===== config.mk =====
export PLATFORM = sky130hd
export DESIGN_NAME = bus_initiator
export DESIGN_NICKNAME = d
export VERILOG_FILES = /design/src/rtl/bus_initiator_pkg.sv /design/src/rtl/bus_timeout_cnt.sv /design/src/rtl/bus_initiator.sv
export SDC_FILE = /design/constraint.sdc
export NUM_CORES = 1
export LEC_CHECK = 0
export CORE_ASPECT_RATIO = 1.1
export CORE_MARGIN = 3
export CORE_UTILIZATION = 40
export CTS_CLUSTER_SIZE = 16
export DETAILED_ROUTE_END_ITERATION = 10
export GPL_ROUTABILITY_DRIVEN = 0
export PLACE_DENSITY = 0.82
export SYNTH_ARGS = -nofsm -noshare
export SYNTH_HDL_FRONTEND = slang
export SYNTH_HIERARCHICAL = 1
export SYNTH_SLANG_ARGS = --single-unit

===== constraint.sdc =====
create_clock -name clk -period 1.2 [get_ports clk]
set_input_delay 0.24 -clock clk [delete_from_list [all_inputs] [get_ports clk]]
set_output_delay 0.24 -clock clk [all_outputs]
set_load 0.01 [all_outputs]

===== src/rtl/bus_initiator_pkg.sv =====
// rtl/bus_initiator_pkg.sv - shared encodings for the bus initiator
// Purpose: state encodings, transfer direction, active-low level names,
//          reset level and default word bus widths.
// Ports:   none (package).
package bus_initiator_pkg;

    localparam int WORD_ADDR_W = 30;
    localparam int WORD_DATA_W = 32;

    typedef enum logic [1:0] {
        ST_IDLE   = 2'h0,
        ST_REQ    = 2'h1,
        ST_ACCESS = 2'h2
    } state_e;

    localparam logic READ         = 1'b1;
    localparam logic WRITE        = 1'b0;
    localparam logic ENABLE_      = 1'b0;
    localparam logic DISABLE_     = 1'b1;
    localparam logic RESET_ENABLE = 1'b0;

endpackage


===== src/rtl/bus_timeout_cnt.sv =====
// rtl/bus_timeout_cnt.sv - ready-wait watchdog counter
// Purpose: counts stalled ACCESS cycles; flags expiry on the TIMEOUT-th one.
// Ports:   clk_i, resetn_i (sync active-low), clr_i (restart at 0),
//          en_i (count this cycle), expired_o (current cycle is the last allowed).
module bus_timeout_cnt
    import bus_initiator_pkg::*;
#(
    parameter int TIMEOUT = 255
) (
    input  logic clk_i,
    input  logic resetn_i,
    input  logic clr_i,
    input  logic en_i,
    output logic expired_o
);

    localparam int CNT_W = ($clog2(TIMEOUT + 1) > 8) ? $clog2(TIMEOUT + 1) : 8;
    localparam logic [CNT_W-1:0] LAST = CNT_W'(TIMEOUT - 1);

    logic [CNT_W-1:0] cnt_q;
    logic [CNT_W-1:0] cnt_d;

    // Count value k means k stalled cycles already elapsed, so the cycle in
    // which the count equals TIMEOUT-1 is the TIMEOUT-th one.
    assign expired_o = (cnt_q >= LAST);

    always_comb begin
        cnt_d = cnt_q;
        if (clr_i) begin
            cnt_d = '0;
        end else if (en_i && !expired_o) begin
            cnt_d = cnt_q + 1'b1;
        end
    end

    always_ff @(posedge clk_i) begin
        if (resetn_i == RESET_ENABLE) begin
            cnt_q <= '0;
        end else begin
            cnt_q <= cnt_d;
        end
    end

endmodule


===== src/rtl/bus_initiator.sv =====
// rtl/bus_initiator.sv - single-word bus master for the CS/AS/ready bus
// Purpose: takes one read/write from the core client, requests the bus,
//          issues a one-cycle address strobe, waits for active-low ready and
//          returns data plus a completion pulse. Optional ready watchdog when
//          BUS_TIMEOUT_EN is defined.
// Ports:   clk, reset (sync active-low)
//          client: cpu_req, cpu_rw, cpu_addr, cpu_wr_data -> cpu_busy,
//                  cpu_done, cpu_rd_data, cpu_err
//          bus:    bus_req_, bus_as_, bus_rw, bus_addr, bus_wr_data out;
//                  bus_grnt_, bus_rd_data, bus_rdy_ in
module bus_initiator
    import bus_initiator_pkg::*;
#(
    parameter int ADDR_W  = WORD_ADDR_W,
    parameter int DATA_W  = WORD_DATA_W,
    parameter int TIMEOUT = 255
) (
    input  logic              clk,
    input  logic              reset,
    input  logic              cpu_req,
    input  logic              cpu_rw,
    input  logic [ADDR_W-1:0] cpu_addr,
    input  logic [DATA_W-1:0] cpu_wr_data,
    output logic              cpu_busy,
    output logic              cpu_done,
    output logic [DATA_W-1:0] cpu_rd_data,
    output logic              cpu_err,
    output logic              bus_req_,
    input  logic              bus_grnt_,
    output logic              bus_as_,
    output logic              bus_rw,
    output logic [ADDR_W-1:0] bus_addr,
    output logic [DATA_W-1:0] bus_wr_data,
    input  logic [DATA_W-1:0] bus_rd_data,
    input  logic              bus_rdy_
);

    state_e            state_q, state_d;
    logic              rw_q, rw_d;
    logic [ADDR_W-1:0] addr_q, addr_d;
    logic [DATA_W-1:0] wdata_q, wdata_d;
    logic              bus_req_q, bus_req_d;
    logic              bus_as_q, bus_as_d;
    logic              bus_rw_q, bus_rw_d;
    logic [ADDR_W-1:0] bus_addr_q, bus_addr_d;
    logic [DATA_W-1:0] bus_wr_data_q, bus_wr_data_d;
    logic              cpu_done_q, cpu_done_d;
    logic              cpu_err_q, cpu_err_d;
    logic [DATA_W-1:0] cpu_rd_data_q, cpu_rd_data_d;

    logic rdy_hit;
    logic timeout_hit;

    // The first ACCESS cycle is the strobe cycle; a responder cannot have
    // answered yet, so ready is only honoured once the strobe is gone.
    assign rdy_hit = (state_q == ST_ACCESS) && (bus_as_q == DISABLE_) && (bus_rdy_ == ENABLE_);

`ifdef BUS_TIMEOUT_EN
    logic cnt_clr;
    logic cnt_en;
    logic cnt_expired;

    assign cnt_clr = (state_q == ST_REQ) && (bus_grnt_ == ENABLE_);
    assign cnt_en  = (state_q == ST_ACCESS) && (bus_rdy_ == DISABLE_);

    bus_timeout_cnt #(
        .TIMEOUT (TIMEOUT)
    ) u_timeout_cnt (
        .clk_i     (clk),
        .resetn_i  (reset),
        .clr_i     (cnt_clr),
        .en_i      (cnt_en),
        .expired_o (cnt_expired)
    );

    assign timeout_hit = (state_q == ST_ACCESS) && cnt_expired;
`else
    // Without the watchdog ACCESS waits forever; TIMEOUT has no effect.
    logic unused_timeout_cfg;
    assign unused_timeout_cfg = (TIMEOUT != 0);
    assign timeout_hit = 1'b0;
`endif

    always_comb begin
        state_d       = state_q;
        rw_d          = rw_q;
        addr_d        = addr_q;
        wdata_d       = wdata_q;
        bus_req_d     = bus_req_q;
        // Bus lines are OR-muxed, so they idle at zero outside the strobe.
        bus_as_d      = DISABLE_;
        bus_rw_d      = 1'b0;
        bus_addr_d    = '0;
        bus_wr_data_d = '0;
        cpu_done_d    = 1'b0;
        cpu_err_d     = 1'b0;
        cpu_rd_data_d = cpu_rd_data_q;

        case (state_q)
            ST_IDLE: begin
                if (cpu_req) begin
                    rw_d      = cpu_rw;
                    addr_d    = cpu_addr;
                    wdata_d   = cpu_wr_data;
                    bus_req_d = ENABLE_;
                    state_d   = ST_REQ;
                end
            end
            ST_REQ: begin
                bus_req_d = ENABLE_;
                if (bus_grnt_ == ENABLE_) begin
                    bus_as_d      = ENABLE_;
                    bus_rw_d      = rw_q;
                    bus_addr_d    = addr_q;
                    bus_wr_data_d = wdata_q;
                    state_d       = ST_ACCESS;
                end
            end
            ST_ACCESS: begin
                if (rdy_hit) begin
                    if (rw_q == READ) begin
                        cpu_rd_data_d = bus_rd_data;
                    end
                    cpu_done_d = 1'b1;
                    bus_req_d  = DISABLE_;
                    state_d    = ST_IDLE;
                end else if (timeout_hit) begin
                    cpu_done_d    = 1'b1;
                    cpu_err_d     = 1'b1;
                    cpu_rd_data_d = '0;
                    bus_req_d     = DISABLE_;
                    state_d       = ST_IDLE;
                end
            end
            default: begin
                state_d = ST_IDLE;
            end
        endcase
    end

    always_ff @(posedge clk) begin
        if (reset == RESET_ENABLE) begin
            state_q       <= ST_IDLE;
            rw_q          <= 1'b0;
            addr_q        <= '0;
            wdata_q       <= '0;
            bus_req_q     <= DISABLE_;
            bus_as_q      <= DISABLE_;
            bus_rw_q      <= 1'b0;
            bus_addr_q    <= '0;
            bus_wr_data_q <= '0;
            cpu_done_q    <= 1'b0;
            cpu_err_q     <= 1'b0;
            cpu_rd_data_q <= '0;
        end else begin
            state_q       <= state_d;
            rw_q          <= rw_d;
            addr_q        <= addr_d;
            wdata_q       <= wdata_d;
            bus_req_q     <= bus_req_d;
            bus_as_q      <= bus_as_d;
            bus_rw_q      <= bus_rw_d;
            bus_addr_q    <= bus_addr_d;
            bus_wr_data_q <= bus_wr_data_d;
            cpu_done_q    <= cpu_done_d;
            cpu_err_q     <= cpu_err_d;
            cpu_rd_data_q <= cpu_rd_data_d;
        end
    end

    assign cpu_busy    = (state_q != ST_IDLE);
    assign cpu_done    = cpu_done_q;
    assign cpu_err     = cpu_err_q;
    assign cpu_rd_data = cpu_rd_data_q;
    assign bus_req_    = bus_req_q;
    assign bus_as_     = bus_as_q;
    assign bus_rw      = bus_rw_q;
    assign bus_addr    = bus_addr_q;
    assign bus_wr_data = bus_wr_data_q;

endmodule

---- Word-level counts from Yosys, hierarchy flattened ----
Cells that the tools add are included.
cells by class
  add/sub/neg operators ................... 0
  multipliers ............................. 0
  div/mod/pow operators ................... 0
  $lt $le $gt $ge ......................... 0
  equal/unequal tests ..................... 5
  shift-type cells ........................ 0
  mux-type cells .......................... 9
  bitwise logic cells ..................... 3
  reduce and logical (&&, ||, !) cells .... 12
operators by type and width
  cell                                                                   number
  3-bit AND reduction                                                    3
  2-bit two-way mux                                                      3
  2-bit inequality test, second input constant                           3
  2-bit one-hot mux with 3 select lines                                  1
  2-bit AND reduction                                                    3
  1-bit two-way mux                                                      4
  1-bit NOT                                                              3
  1-bit one-hot mux with 3 select lines                                  1
  3-bit nonzero test                                                     1
  3-bit OR reduction                                                     1
  2-bit by 1-bit equality test with 1-bit output, second input constant  1
  2-bit equality test, second input constant                             1
  1-bit logical AND                                                      2
  2-bit logical NOT                                                      1
  2-bit nonzero test                                                     1
word-level totals
  register bits ........................... 163
  latch bits .............................. 0
  memory bits (writable) .................. 0
  bits in read-only memories .............. 0
  bits of input ports ..................... 100
  logic and storage cells ................. 40
  memories kept ........................... 0

---- Depth between registers and ports, before layout ----
  depth in word-level cells ............... 5
  mapped depth ............................ 6

---- Worst setup path after synthesis ----
Ideal clock, no wire load.
  path kind ............................... reg2reg
  from .................................... register state_q[0]
  to ...................................... register addr_q[0]
  setup time .............................. 0.116 ns
  data arrival time ....................... 1.137 ns
  required time ........................... 1.084 ns
  slack ................................... -0.053 ns
  cell stages (with the launch flop) ...... 7
  buffers on the path ..................... 3
  clock period less this slack ............ 1.253 ns
  cell sequence ........................... dfxtp_1 -> buf_6 -> or3b_1 -> buf_6 -> buf_6 -> nand2_1 -> a21boi_1
on the way
  word-level cells in the longest chain between the ends .. 2
RTL lines
  what                           RTL line              text
  start, declared                bus_initiator.sv:38   state_e state_q, state_d;
  start signal, assigned         bus_initiator.sv:156  state_q <= state_d;
  2-bit logical NOT              bus_initiator.sv:99   case (state_q)
  2-bit AND reduction (no line)  n/a
  end signal, assigned           bus_initiator.sv:158  addr_q <= addr_d;
  end, declared                  bus_initiator.sv:40   logic [ADDR_W-1:0] addr_q, addr_d;
No other way between the ends.
A chain may end at the register's enable or synchronous reset.

---- Worst setup path in the final report ----
  from .................................... register state_q[1]
  to ...................................... output cpu_busy
on the way
  word-level cells in the longest chain between the ends .. 1
RTL lines
  what                RTL line              text
  2-bit nonzero test  bus_initiator.sv:171  assign cpu_busy = (state_q != ST_IDLE);
  end, declared       bus_initiator.sv:24   output logic cpu_busy,
No other way between the ends.

==> flow_metrics.tcl <==
set metrics [dict create \
    grtUsageTotal_pct 17.2 \
    grt_max_degree 90 \
    layout_commonest_cell "nand2_1" \
    ant_nets 0 \
    crit_chain "or2_4 > buf_6" \
    wl_per_cell_um 14.7 \
    grt_pass1_vias 4246 \
    die-area_um2 15400 \
    power_density_nw_per_um2 1440 \
    initial_utilization_pct 41.5 \
    ctsHoldBuffers 0 \
    antenna_found_initial 0 \
    drive_above_1_share_pct 23.6 \
    core_area_um2 13400 \
    p_comb_share_pct 9.6 \
    p_clk_share_pct 42.9 \
    portBuffers 198 \
    clock_skew_ns 0.00749 \
    cts_buffers 17 \
    wl_mm 14.4 \
    yosysSeqAreaShare_pct 58.5 \
    ys_types 26 \
    hold_class "in2reg" \
    critPathArrivalTime_ns 1.12 \
    cts_buffer_depth 2 \
    cts_tree "yes" \
    synth_area_um2 5580 \
    cp-end-kind "primary output" \
    pin_count 200 \
    yosysWarnings 6 \
    p_int_uw 9350 \
    hold_viol 0 \
    initialDrtViolationCount 236 \
    dieHeight_um 130 \
    placed_cells 934 \
    root_buffer "clkbuf_16" \
    place_hpwl_mm 8.46 \
    syn-instance-count 573 \
    drtPass1Iterations 4 \
    path_class "reg2out" \
    cpPeakStageDelay_ns 0.34 \
    maxCapViolCount 0 \
    setup_violations 159 \
    post-route-min-period_ns 1.36 \
    grt_first_pass_wirelength_mm 20.9 \
    final_cell_mix "nand2_1, dfxtp_1, clkdlybuf4s50_1" \
    num_vias 4413 \
    setup_slack_ns -0.161 \
    synth_nets 673 \
    viasPerCell 4.51 \
    rows 44 \
    critPathLaunchType "flop" \
    finalCritPeriodShare_pct 113 \
    diodes 0 \
    cp.required_ns 0.96 \
    clkTransAtPathRegs_ns 0.06 \
    status "finished with violations" \
    slowest_stage "dfxtp_2" \
    place_ws_ns -0.565 \
    clock-sinks 163 \
    power_switching_uw 2530 \
    die_w_um 119 \
    fin_cells 979 \
    drc_errors 0 \
    swShare_pct 21.3 \
    insertion_delay_ns 0.42 \
    avgSynthCellArea_um2 9.73 \
    drv_slew 0 \
    overflow 0 \
    final_nets 887 \
    crit_path_max_fanout 5 \
    violations "setup timing" \
    leakagePower_uw 0.00356 \
    seq_power_share_pct 47.5 \
    htree_levels 4 \
    grt_setup_unrepaired "yes" \
    timing.fmax_ghz 0.735 \
    vdd_drop_max_uv 696 \
    ys_seq_elements 163 \
    area_growth_pct 47.6 \
]
[power by group through the flow]
stage	clock network (uW)	registers [uW]	logic, uW
6_report	5100	5650	1140
5_1_grt	5480	5660	1240
4_1_cts	5210	5650	959
3_5_place_dp	0	5760	946
3_3_place_gp	0	5760	934
2_1_floorplan	0	5760	464
[layer usage]
layer	up-vias	GRT usage [%]	wire length (um)
li1	2233	-	-
met1	2027	19.4	6060
met4	0	7.77	379
met2	129	29.4	7070
met5	-	0	0
met3	24	6.20	854
[stage by stage]
step | TNS (ns) | utilization, % | hold slack [ns] | area (um^2) | total power (uW)
finish | -9.26 | 61.3 | 0.115 | 8230 | 11900
global route | -19.85 | 61.3 | 0.109 | 8230 | 12400
CTS | -12.14 | 60.7 | 0.0969 | 8150 | 11800
detailed placement | -59.44 | 57.5 | 0.440 | 7720 | 6710
global placement | -57.03 | 57.5 | 0.434 | 7720 | 6690
floorplan | -3.33 | - | 0.375 | 5580 | 6220
[logic make-up (layout without fill, tap and decap cells)]
| family | after synthesis | after routing | synth area share, % |
|---|---|---|---|
| AOI/OAI and AO/OA | 65 | 65 | 8.70 |
| buffers and inverters | 41 | 263 | 5.16 |
| DFF | 163 | 163 | 58.5 |
| muxes | 33 | 33 | 5.92 |
| other | 1 | 1 | 0.0672 |
| and+or+nand+nor | 270 | 270 | 21.6 |
[sequential cells by signal, summed over array words and instances, names as in the netlist, 2 cells and up]
register / cells
wdata_q: 32
state_q: 2
addr_q: 30
bus_wr_data: 32
cpu_rd_data: 32
bus_addr: 30
[cell usage after synthesis]
cell | instances | area (um^2)
buf_2 | 2 | 10.0
nor2_1 | 3 | 11.3
buf_8 | 3 | 45.0
and2_1 | 63 | 394
clkbuf_2 | 6 | 30.0
dfxtp_1 | 163 | 3260
nand2b_1 | 2 | 12.5
and3_1 | 2 | 12.5
or2_2 | 1 | 6.26
conb_1 | 1 | 3.75
nor2b_1 | 3 | 18.8
buf_4 | 8 | 60.1
a21boi_1 | 60 | 450
nor2_2 | 1 | 6.26
nor3b_1 | 2 | 15.0
nand3_1 | 1 | 5.00
o21ai_0 | 1 | 5.00
nand2_1 | 191 | 717
mux2i_1 | 33 | 330
buf_6 | 8 | 90.1
o21a_1 | 1 | 7.51
a21boi_0 | 3 | 22.5
or3b_1 | 1 | 8.76
buf_1 | 1 | 3.75
inv_1 | 1 | 3.75
clkbuf_1 | 12 | 45.0
[worst max-delay path, delay by kind of cell (launching register included)]
family                 cells  cell delay (ns)
flip-flops                 1             0.34
buffers and inverters      1             0.12
AND/OR/NAND/NOR            1             0.25
[layout make-up]
cell class                      count  area, um^2
Timing Repair Buffer              235        2060
Tap cell                          184         230
Inverter                            1        3.75
Multi-Input combinational cell    369        2120
Clock inverter                      5        81.3
Clock buffer                       22         464
Fill cell                        1186        5200
Sequential cell                   163        3270
[timing repair]
item | CTS | global route
gates cloned | 3 | 10
resized for setup | 381 | 62
endpoints found under the setup margin | 258 | 193
setup buffers | 4 | 4
pin swaps | 2 | 6
[worst paths after layout]
path / to / cells after the start / startpoint / slack (ns)
worst max-delay path: cpu_busy / 2 / state_q[1] / -0.16
worst min-delay path: state_q[0] / 3 / reset / 0.12
worst max register to register: wdata_q[2] / 6 / state_q[0] / -0.12
worst min register to register: wdata_q[9] / 2 / wdata_q[9] / 0.45
Power figures use the tool's default switching activity.
